===== src/rtl/igniter_ohm_meter.sv =====
// Multi-channel igniter continuity / resistance meter: test pulse, settle,
// averaged V/I sampling and a shared radix-4 restoring divide for R = V*SCALE/(I<<SHIFT).
module igniter_ohm_meter #(
  parameter int ADC_W       = 12,
  parameter int NCH         = 4,
  parameter int PULSE_CYC   = 96,
  parameter int SETTLE_CYC  = 256,
  parameter int AVG_LOG2    = 6,
  parameter int TIMEOUT_CYC = 4096,
  parameter int HOLDOFF_CYC = 65535,
  parameter int SCALE       = 42089,
  parameter int SHIFT       = 5,
  parameter int I_MIN       = 32,
  parameter int R_OUT_W     = 12
) (
  input  logic               clk,
  input  logic               reset,
  input  logic               start,
  input  logic [3:0]         ch_sel,
  input  logic               adc_valid,
  input  logic [ADC_W-1:0]   v_in,
  input  logic [ADC_W-1:0]   i_in,
  output logic [NCH-1:0]     pwm,
  output logic               busy,
  output logic               valid_out,
  output logic [3:0]         ch_out,
  output logic [R_OUT_W-1:0] r_out,
  output logic               open_out,
  output logic               sat_out,
  output logic               timeout_out
);

  localparam int SCALE_W = 16;
  localparam int MAG_W   = ADC_W - 1;
  localparam int SUM_W   = MAG_W + AVG_LOG2;
  localparam int NUM_W   = SUM_W + SCALE_W;
  localparam int NUM_WE  = NUM_W + (NUM_W % 2);
  localparam int DEN_W   = SUM_W + SHIFT;
  localparam int DEN_X   = DEN_W + 2;
  localparam int SCNT_W  = AVG_LOG2 + 1;
  localparam int STEPS   = NUM_WE / 2;

  localparam logic [2:0] IDLE   = 3'd0;
  localparam logic [2:0] RUN    = 3'd1;
  localparam logic [2:0] SAMPLE = 3'd2;
  localparam logic [2:0] DIV    = 3'd3;
  localparam logic [2:0] HOLD   = 3'd4;

  localparam logic [15:0]       PULSE_L    = 16'(PULSE_CYC);
  localparam logic [15:0]       SETTLE_M1  = 16'(SETTLE_CYC - 1);
  localparam logic [15:0]       TIMEOUT_L  = 16'(TIMEOUT_CYC);
  localparam logic [15:0]       HOLDOFF_L  = 16'(HOLDOFF_CYC);
  localparam logic [4:0]        NCH_L      = 5'(NCH);
  localparam logic [SCNT_W-1:0] NSAMP_M1   = SCNT_W'((1 << AVG_LOG2) - 1);
  localparam logic [SUM_W-1:0]  IMIN_SUM   = SUM_W'(I_MIN << AVG_LOG2);
  localparam logic [7:0]        LAST_STEP  = 8'(STEPS - 1);

  // Negative (MSB set) readings clip to zero; positive codes are stored inverted.
  function automatic logic [MAG_W-1:0] mag_decode(input logic [ADC_W-1:0] code);
    if (code[ADC_W-1]) begin
      return '0;
    end else begin
      return code[MAG_W-1:0] ^ {MAG_W{1'b1}};
    end
  endfunction

  logic [2:0]         state_q, state_d;
  logic [15:0]        cnt_q, cnt_d;
  logic [3:0]         ch_q, ch_d;
  logic [SCNT_W-1:0]  scnt_q, scnt_d;
  logic [SUM_W-1:0]   vsum_q, vsum_d, isum_q, isum_d;
  logic [NUM_WE-1:0]  quo_q, quo_d;
  logic [DEN_W-1:0]   rem_q, rem_d;
  logic [DEN_X-1:0]   d1_q, d1_d, d2_q, d2_d, d3_q, d3_d;
  logic [7:0]         step_q, step_d;
  logic [NCH-1:0]     pwm_q, pwm_d;
  logic               busy_q, busy_d;
  logic               valid_q, valid_d;
  logic [3:0]         ch_out_q, ch_out_d;
  logic [R_OUT_W-1:0] r_out_q, r_out_d;
  logic               open_q, open_d, sat_q, sat_d, timeout_q, timeout_d;

  logic [MAG_W-1:0]   vmag_s, imag_s;
  logic [SUM_W-1:0]   vsum_nx_s, isum_nx_s, den_base_s;
  logic [DEN_W-1:0]   den_s;
  logic [DEN_X-1:0]   rem_sh_s;
  logic [DEN_W-1:0]   rem_nx_s;
  logic [1:0]         qd_s;
  logic [NUM_WE-1:0]  quo_nx_s;
  logic               pwm_active_s;

  // Next-state, accumulation, divider step and result formatting.
  always_comb begin
    state_d   = state_q;
    cnt_d     = cnt_q;
    ch_d      = ch_q;
    scnt_d    = scnt_q;
    vsum_d    = vsum_q;
    isum_d    = isum_q;
    quo_d     = quo_q;
    rem_d     = rem_q;
    d1_d      = d1_q;
    d2_d      = d2_q;
    d3_d      = d3_q;
    step_d    = step_q;
    valid_d   = 1'b0;
    ch_out_d  = ch_out_q;
    r_out_d   = r_out_q;
    open_d    = open_q;
    sat_d     = sat_q;
    timeout_d = timeout_q;
    pwm_d     = '0;

    vmag_s     = mag_decode(v_in);
    imag_s     = mag_decode(i_in);
    vsum_nx_s  = vsum_q + SUM_W'(vmag_s);
    isum_nx_s  = isum_q + SUM_W'(imag_s);
    den_base_s = (isum_nx_s == '0) ? SUM_W'(1) : isum_nx_s;
    den_s      = DEN_W'(den_base_s) << SHIFT;

    // One radix-4 restoring step: pick the largest of 3d/2d/d that fits.
    rem_sh_s = {rem_q, quo_q[NUM_WE-1 -: 2]};
    if (rem_sh_s >= d3_q) begin
      qd_s     = 2'd3;
      rem_nx_s = rem_sh_s[DEN_W-1:0] - d3_q[DEN_W-1:0];
    end else if (rem_sh_s >= d2_q) begin
      qd_s     = 2'd2;
      rem_nx_s = rem_sh_s[DEN_W-1:0] - d2_q[DEN_W-1:0];
    end else if (rem_sh_s >= d1_q) begin
      qd_s     = 2'd1;
      rem_nx_s = rem_sh_s[DEN_W-1:0] - d1_q[DEN_W-1:0];
    end else begin
      qd_s     = 2'd0;
      rem_nx_s = rem_sh_s[DEN_W-1:0];
    end
    quo_nx_s = {quo_q[NUM_WE-3:0], qd_s};

    if ((state_q != IDLE) && (cnt_q != HOLDOFF_L)) begin
      cnt_d = cnt_q + 16'd1;
    end else begin
      cnt_d = cnt_q;
    end

    case (state_q)
      IDLE: begin
        if (start && ({1'b0, ch_sel} < NCH_L)) begin
          state_d = RUN;
          ch_d    = ch_sel;
          cnt_d   = 16'd0;
          scnt_d  = '0;
          vsum_d  = '0;
          isum_d  = '0;
        end else begin
          state_d = IDLE;
        end
      end
      RUN: begin
        if (cnt_q == SETTLE_M1) begin
          state_d = SAMPLE;
        end else begin
          state_d = RUN;
        end
      end
      SAMPLE: begin
        if (cnt_q == TIMEOUT_L) begin
          state_d   = HOLD;
          valid_d   = 1'b1;
          ch_out_d  = ch_q;
          timeout_d = 1'b1;
          open_d    = 1'b0;
          sat_d     = 1'b0;
          r_out_d   = '1;
        end else if (adc_valid) begin
          vsum_d = vsum_nx_s;
          isum_d = isum_nx_s;
          scnt_d = scnt_q + SCNT_W'(1);
          if (scnt_q == NSAMP_M1) begin
            // Load the dividend and the 1x/2x/3x divisor multiples once.
            state_d = DIV;
            quo_d   = NUM_WE'(vsum_nx_s) * NUM_WE'(SCALE);
            rem_d   = '0;
            d1_d    = DEN_X'(den_s);
            d2_d    = DEN_X'(den_s) << 1;
            d3_d    = DEN_X'(den_s) + (DEN_X'(den_s) << 1);
            step_d  = 8'd0;
          end else begin
            state_d = SAMPLE;
          end
        end else begin
          state_d = SAMPLE;
        end
      end
      DIV: begin
        quo_d  = quo_nx_s;
        rem_d  = rem_nx_s;
        step_d = step_q + 8'd1;
        if (step_q == LAST_STEP) begin
          state_d   = HOLD;
          valid_d   = 1'b1;
          ch_out_d  = ch_q;
          timeout_d = 1'b0;
          if (isum_q < IMIN_SUM) begin
            open_d  = 1'b1;
            sat_d   = 1'b0;
            r_out_d = '1;
          end else if (|quo_nx_s[NUM_WE-1:R_OUT_W]) begin
            open_d  = 1'b0;
            sat_d   = 1'b1;
            r_out_d = '1;
          end else begin
            open_d  = 1'b0;
            sat_d   = 1'b0;
            r_out_d = quo_nx_s[R_OUT_W-1:0];
          end
        end else begin
          state_d = DIV;
        end
      end
      HOLD: begin
        // A level start held past the holdoff must not retrigger.
        if ((cnt_q == HOLDOFF_L) && !start) begin
          state_d = IDLE;
        end else begin
          state_d = HOLD;
        end
      end
      default: begin
        state_d = IDLE;
      end
    endcase

    pwm_active_s = (state_d != IDLE) && (cnt_d < PULSE_L);
    for (int k = 0; k < NCH; k++) begin
      pwm_d[k] = pwm_active_s && (ch_d == 4'(k));
    end
    busy_d = (state_d != IDLE);
  end

  // State and output registers with synchronous reset.
  always_ff @(posedge clk) begin
    if (reset) begin
      state_q   <= IDLE;
      cnt_q     <= 16'd0;
      ch_q      <= 4'd0;
      scnt_q    <= '0;
      vsum_q    <= '0;
      isum_q    <= '0;
      quo_q     <= '0;
      rem_q     <= '0;
      d1_q      <= '0;
      d2_q      <= '0;
      d3_q      <= '0;
      step_q    <= 8'd0;
      pwm_q     <= '0;
      busy_q    <= 1'b0;
      valid_q   <= 1'b0;
      ch_out_q  <= 4'd0;
      r_out_q   <= '0;
      open_q    <= 1'b0;
      sat_q     <= 1'b0;
      timeout_q <= 1'b0;
    end else begin
      state_q   <= state_d;
      cnt_q     <= cnt_d;
      ch_q      <= ch_d;
      scnt_q    <= scnt_d;
      vsum_q    <= vsum_d;
      isum_q    <= isum_d;
      quo_q     <= quo_d;
      rem_q     <= rem_d;
      d1_q      <= d1_d;
      d2_q      <= d2_d;
      d3_q      <= d3_d;
      step_q    <= step_d;
      pwm_q     <= pwm_d;
      busy_q    <= busy_d;
      valid_q   <= valid_d;
      ch_out_q  <= ch_out_d;
      r_out_q   <= r_out_d;
      open_q    <= open_d;
      sat_q     <= sat_d;
      timeout_q <= timeout_d;
    end
  end

  assign pwm         = pwm_q;
  assign busy        = busy_q;
  assign valid_out   = valid_q;
  assign ch_out      = ch_out_q;
  assign r_out       = r_out_q;
  assign open_out    = open_q;
  assign sat_out     = sat_q;
  assign timeout_out = timeout_q;

endmodule


===== config.mk =====
export PLATFORM = sky130hd
export DESIGN_NAME = igniter_ohm_meter
export DESIGN_NICKNAME = d
export VERILOG_FILES = /design/src/rtl/igniter_ohm_meter.sv
export SDC_FILE = /design/constraint.sdc
export NUM_CORES = 1
export LEC_CHECK = 0
export ABC_CLOCK_PERIOD_IN_PS = 12400
export CAP_MARGIN = 30
export CORE_AREA = 10 10 235 181
export CTS_BUF_LIST = sky130_fd_sc_hd__clkbuf_4
export CTS_CLUSTER_SIZE = 20
export DETAILED_ROUTE_END_ITERATION = 16
export DIE_AREA = 0 0 245 191
export SYNTH_ARGS = -nofsm -noshare
export SYNTH_HDL_FRONTEND = slang
export SYNTH_SLANG_ARGS = --single-unit

===== constraint.sdc =====
create_clock -name clk -period 12.4 [get_ports clk]
set_clock_uncertainty 0.1 [all_clocks]
set_input_delay 3.1 -clock clk [delete_from_list [all_inputs] [get_ports clk]]
set_output_delay 3.1 -clock clk [all_outputs]
set_load 0.005 [all_outputs]

==> results.md <==
- Status: finished clean
- CP Capture Type: register
- Area delta synth->final: 8.14%
- All-Layer GR Usage: 19.7%
- Number of synthesized register bits: 188
- Distinct cells, synth: 76
- Fin Setup TNS: 0 ns
- Finished Cell Area: 0.0182 mm2
- Synth Area in Adders: 26.1%
- Initial drt markers: 1254
- Top cells by count, synth: ha_1, inv_1, nor2_1
- Synth Area in Simple Gates: 16.0%
- Die width: 245 um
- Setup violators final: 0
- Root Buffer: clkbuf_4
- Post-DRT Antenna Nets: 0
- Setup ws final: 1.54 ns
- Post-layout min period: 10.86 ns
- Critical path's most frequent cell: inv_1
- Top-count cell post-synth: ha_1
- Seq. cell area: 0.00376 mm2
- Critical path startpoint category: input port
- Synth Area in Compound Gates: 20.6%
- Post-cts resize count: 0
- Clock latency on the worst-skew pair: 0.67 ns
- H-tree depth: 4
- Max incr delay on CP: 0.62 ns
- Setup Fix Bufs, Post-CTS: 0
- Clock buffer depth: 2
- Leading area contributor after synthesis: dfxtp_1
- Layout cell share with drive strength beyond 1: 4.31%
- Fill cells: 3797
- Largest family of logic cells by synthesized area: adder cells
- Worst slack at placement: 0.929 ns
- Pin count of the biggest net entering global routing: 72
- DR pass1 iterations: 6
- CP Class: input port to register
- P per Cell Area: 73.4 mW/mm2
- DRC Markers: 0
- Syn Area/Cell: 8.27 um2
- Hpwl dp: 36500 um
- Max-slew violation count: 0
- Tcrit/Tclk final: 87.6%
- Hold Crit Class: register to register
- Vias: 14523
- Top achievable clock speed: 92.1 MHz
- Multi-input logic area: 0.0119 mm2
- # IOs: 57
- Ys flop type: dfxtp_1
- VDD IR-drop max: 0.0720 mV
- GR Overflow Total: 0
- Post-synthesis mux area share: 1.15%
- Cell Rows: 62
- Critical Path AT: 11.28 ns
- Static Leak: 0.00837 uW
- Clock slew at reported path FFs: 0.15 ns
- Sequential area share after synthesis: 22.4%
- MaxCap Viol Count: 0
- Tightest Pin Transition: 0.918 ns
- DR WL/cell: 18.0 um
- Final Hold Fails: 0
- Number of clock sinks: 188
- Required @ worst endpoint: 12.82 ns
- Mapped Cells: 2034
- First-pass GRT wire length: 74700 um
- Fin nets: 2403
- Vias in the first global route: 13824
- I/O Buffers: 56
- RSZ-0062 raised after global routing: no
- RePlAce Congestion: 0.898
- Full die area: 0.0468 mm2
- CTS hold repair buffers: 0
- CTS Buf Count: 17
- Top post-synthesis cells by area: dfxtp_1, ha_1, fa_1, inv_1, nor2_1
- Synth Area in XOR/XNOR: 6.92%
- Drt via density: 5.62
- Initial Utilization: 44.5%
- Ys async rst share: 0%
- Final hold slack: 0.363 ns
- Ys Warns: 0
- Slew headroom: 38.8%
- Inst Count DP: 2549
- Net Count, Synth: 2381
- Die height: 191 um
- CTS tree: built
- CP max stage cell: xnor2_1
- Crit path max fanout: 11
- Placed Area: 0.0179 mm2
- Non-Filler Instances: 2582
- Core Box Area: 0.0379 mm2
- Post-Syn Area: 0.0168 mm2
- Total wire length: 46400 um
- Number of synthesized flops with an enable pin: 0
- Initial antenna violation count: 2
- Area share of the largest cell type after synthesis: 22.4%
final timing paths:
path,slack [ns],cells past startpoint,to,startpoint
worst max-delay path,1.54,32,quo_q[31]$_SDFFE_PP0P_,v_in[11]
worst max register to register,4.44,32,quo_q[31]$_SDFFE_PP0P_,vsum_q[0]$_SDFFE_PP0P_
worst min register to register,0.36,2,d3_q[13]$_SDFFE_PP0P_,d3_q[13]$_SDFFE_PP0P_
worst min-delay path,0.36,2,d3_q[13]$_SDFFE_PP0P_,d3_q[13]$_SDFFE_PP0P_
report_power, final:
group / leakage, uW / switching [uW] / internal [uW]
clock network: 0.000141 / 227 / 138
logic: 0.00671 / 217 / 146
registers: 0.00151 / 1.15 / 605
placed cells by master (no fill, tap or decap), drive strengths merged, types with 12 or more instances in the layout:
| cell | count |
|---|---|
| a211oi | 37 |
| a21o | 48 |
| a21oi | 150 |
| a222oi | 24 |
| a22oi | 24 |
| a31oi | 17 |
| and2 | 12 |
| and3 | 22 |
| buf | 25 |
| clkbuf | 18 |
| clkdlybuf4s50 | 55 |
| dfxtp | 188 |
| fa | 60 |
| ha | 255 |
| inv | 221 |
| mux2i | 16 |
| nand2 | 126 |
| nand2b | 13 |
| nand3 | 53 |
| nand4 | 20 |
| nor2 | 201 |
| nor2b | 13 |
| nor3 | 46 |
| nor4 | 15 |
| o21a | 19 |
| o21ai | 79 |
| o21bai | 17 |
| or3 | 15 |
| xnor2 | 73 |
| xor2 | 60 |
sequential cells by signal, summed over array words and instances (netlist names):
signal and cells:
busy 1, scnt_q 7, vsum_q 17, quo_q 34, d3_q 18, step_q 8, state_q 3, rem_q 22
d1_q 17, pwm 4, open_out 1, ch_out 4, timeout_out 1, isum_q 17, sat_out 1, r_out 12
valid_out 1, ch_q 4, cnt_q 16
layout make-up:
cell class | count | share of cell area (%)
diodes | 3 | 0.0412
clock buffers | 18 | 0.742
clock inverters | 12 | 0.825
inverters | 221 | 4.56
multi-input cells | 1548 | 65.6
flip-flops and latches | 188 | 20.7
well taps | 512 | 3.52
repair buffers | 80 | 4.06
logic make-up (layout without fill, tap and decap cells):
| kind of cell | after synthesis | in the layout |
|---|---|---|
| multiplexers | 19 | 19 |
| flip-flops | 188 | 188 |
| AND/OR/NAND/NOR | 570 | 570 |
| AO/OA/AOI/OAI | 511 | 511 |
| adder cells (fa/ha/maj) | 315 | 315 |
| buffers and inverters | 298 | 331 |
| other | 0 | 3 |
| XOR/XNOR | 133 | 133 |
critical path: cells and delay by family:
family	cells	cell delay (ns)
AO/OA/AOI/OAI	12	2.57
adder cells (fa/ha/maj)	7	2.95
XOR/XNOR	2	0.81
AND/OR/NAND/NOR	4	0.76
buffers and inverters	7	1.07
layer usage:
layer / vias up / GRT usage (%) / wire, um
met4: 0 / 5.15 / 676
met1: 6835 / 29.9 / 24400
li1: 7262 / - / -
met2: 392 / 27.4 / 18300
met3: 34 / 4.18 / 3030
met5: - / 0 / 0
through the flow:
step / total power [uW] / util, %
after floorplan: 879 / -
after global placement: 972 / 47.3
after detailed placement: 974 / 47.3
after CTS: 1350 / 48.1
after global routing: 1420 / 48.1
final: 1340 / 48.1
Power figures use the tool's default switching activity.
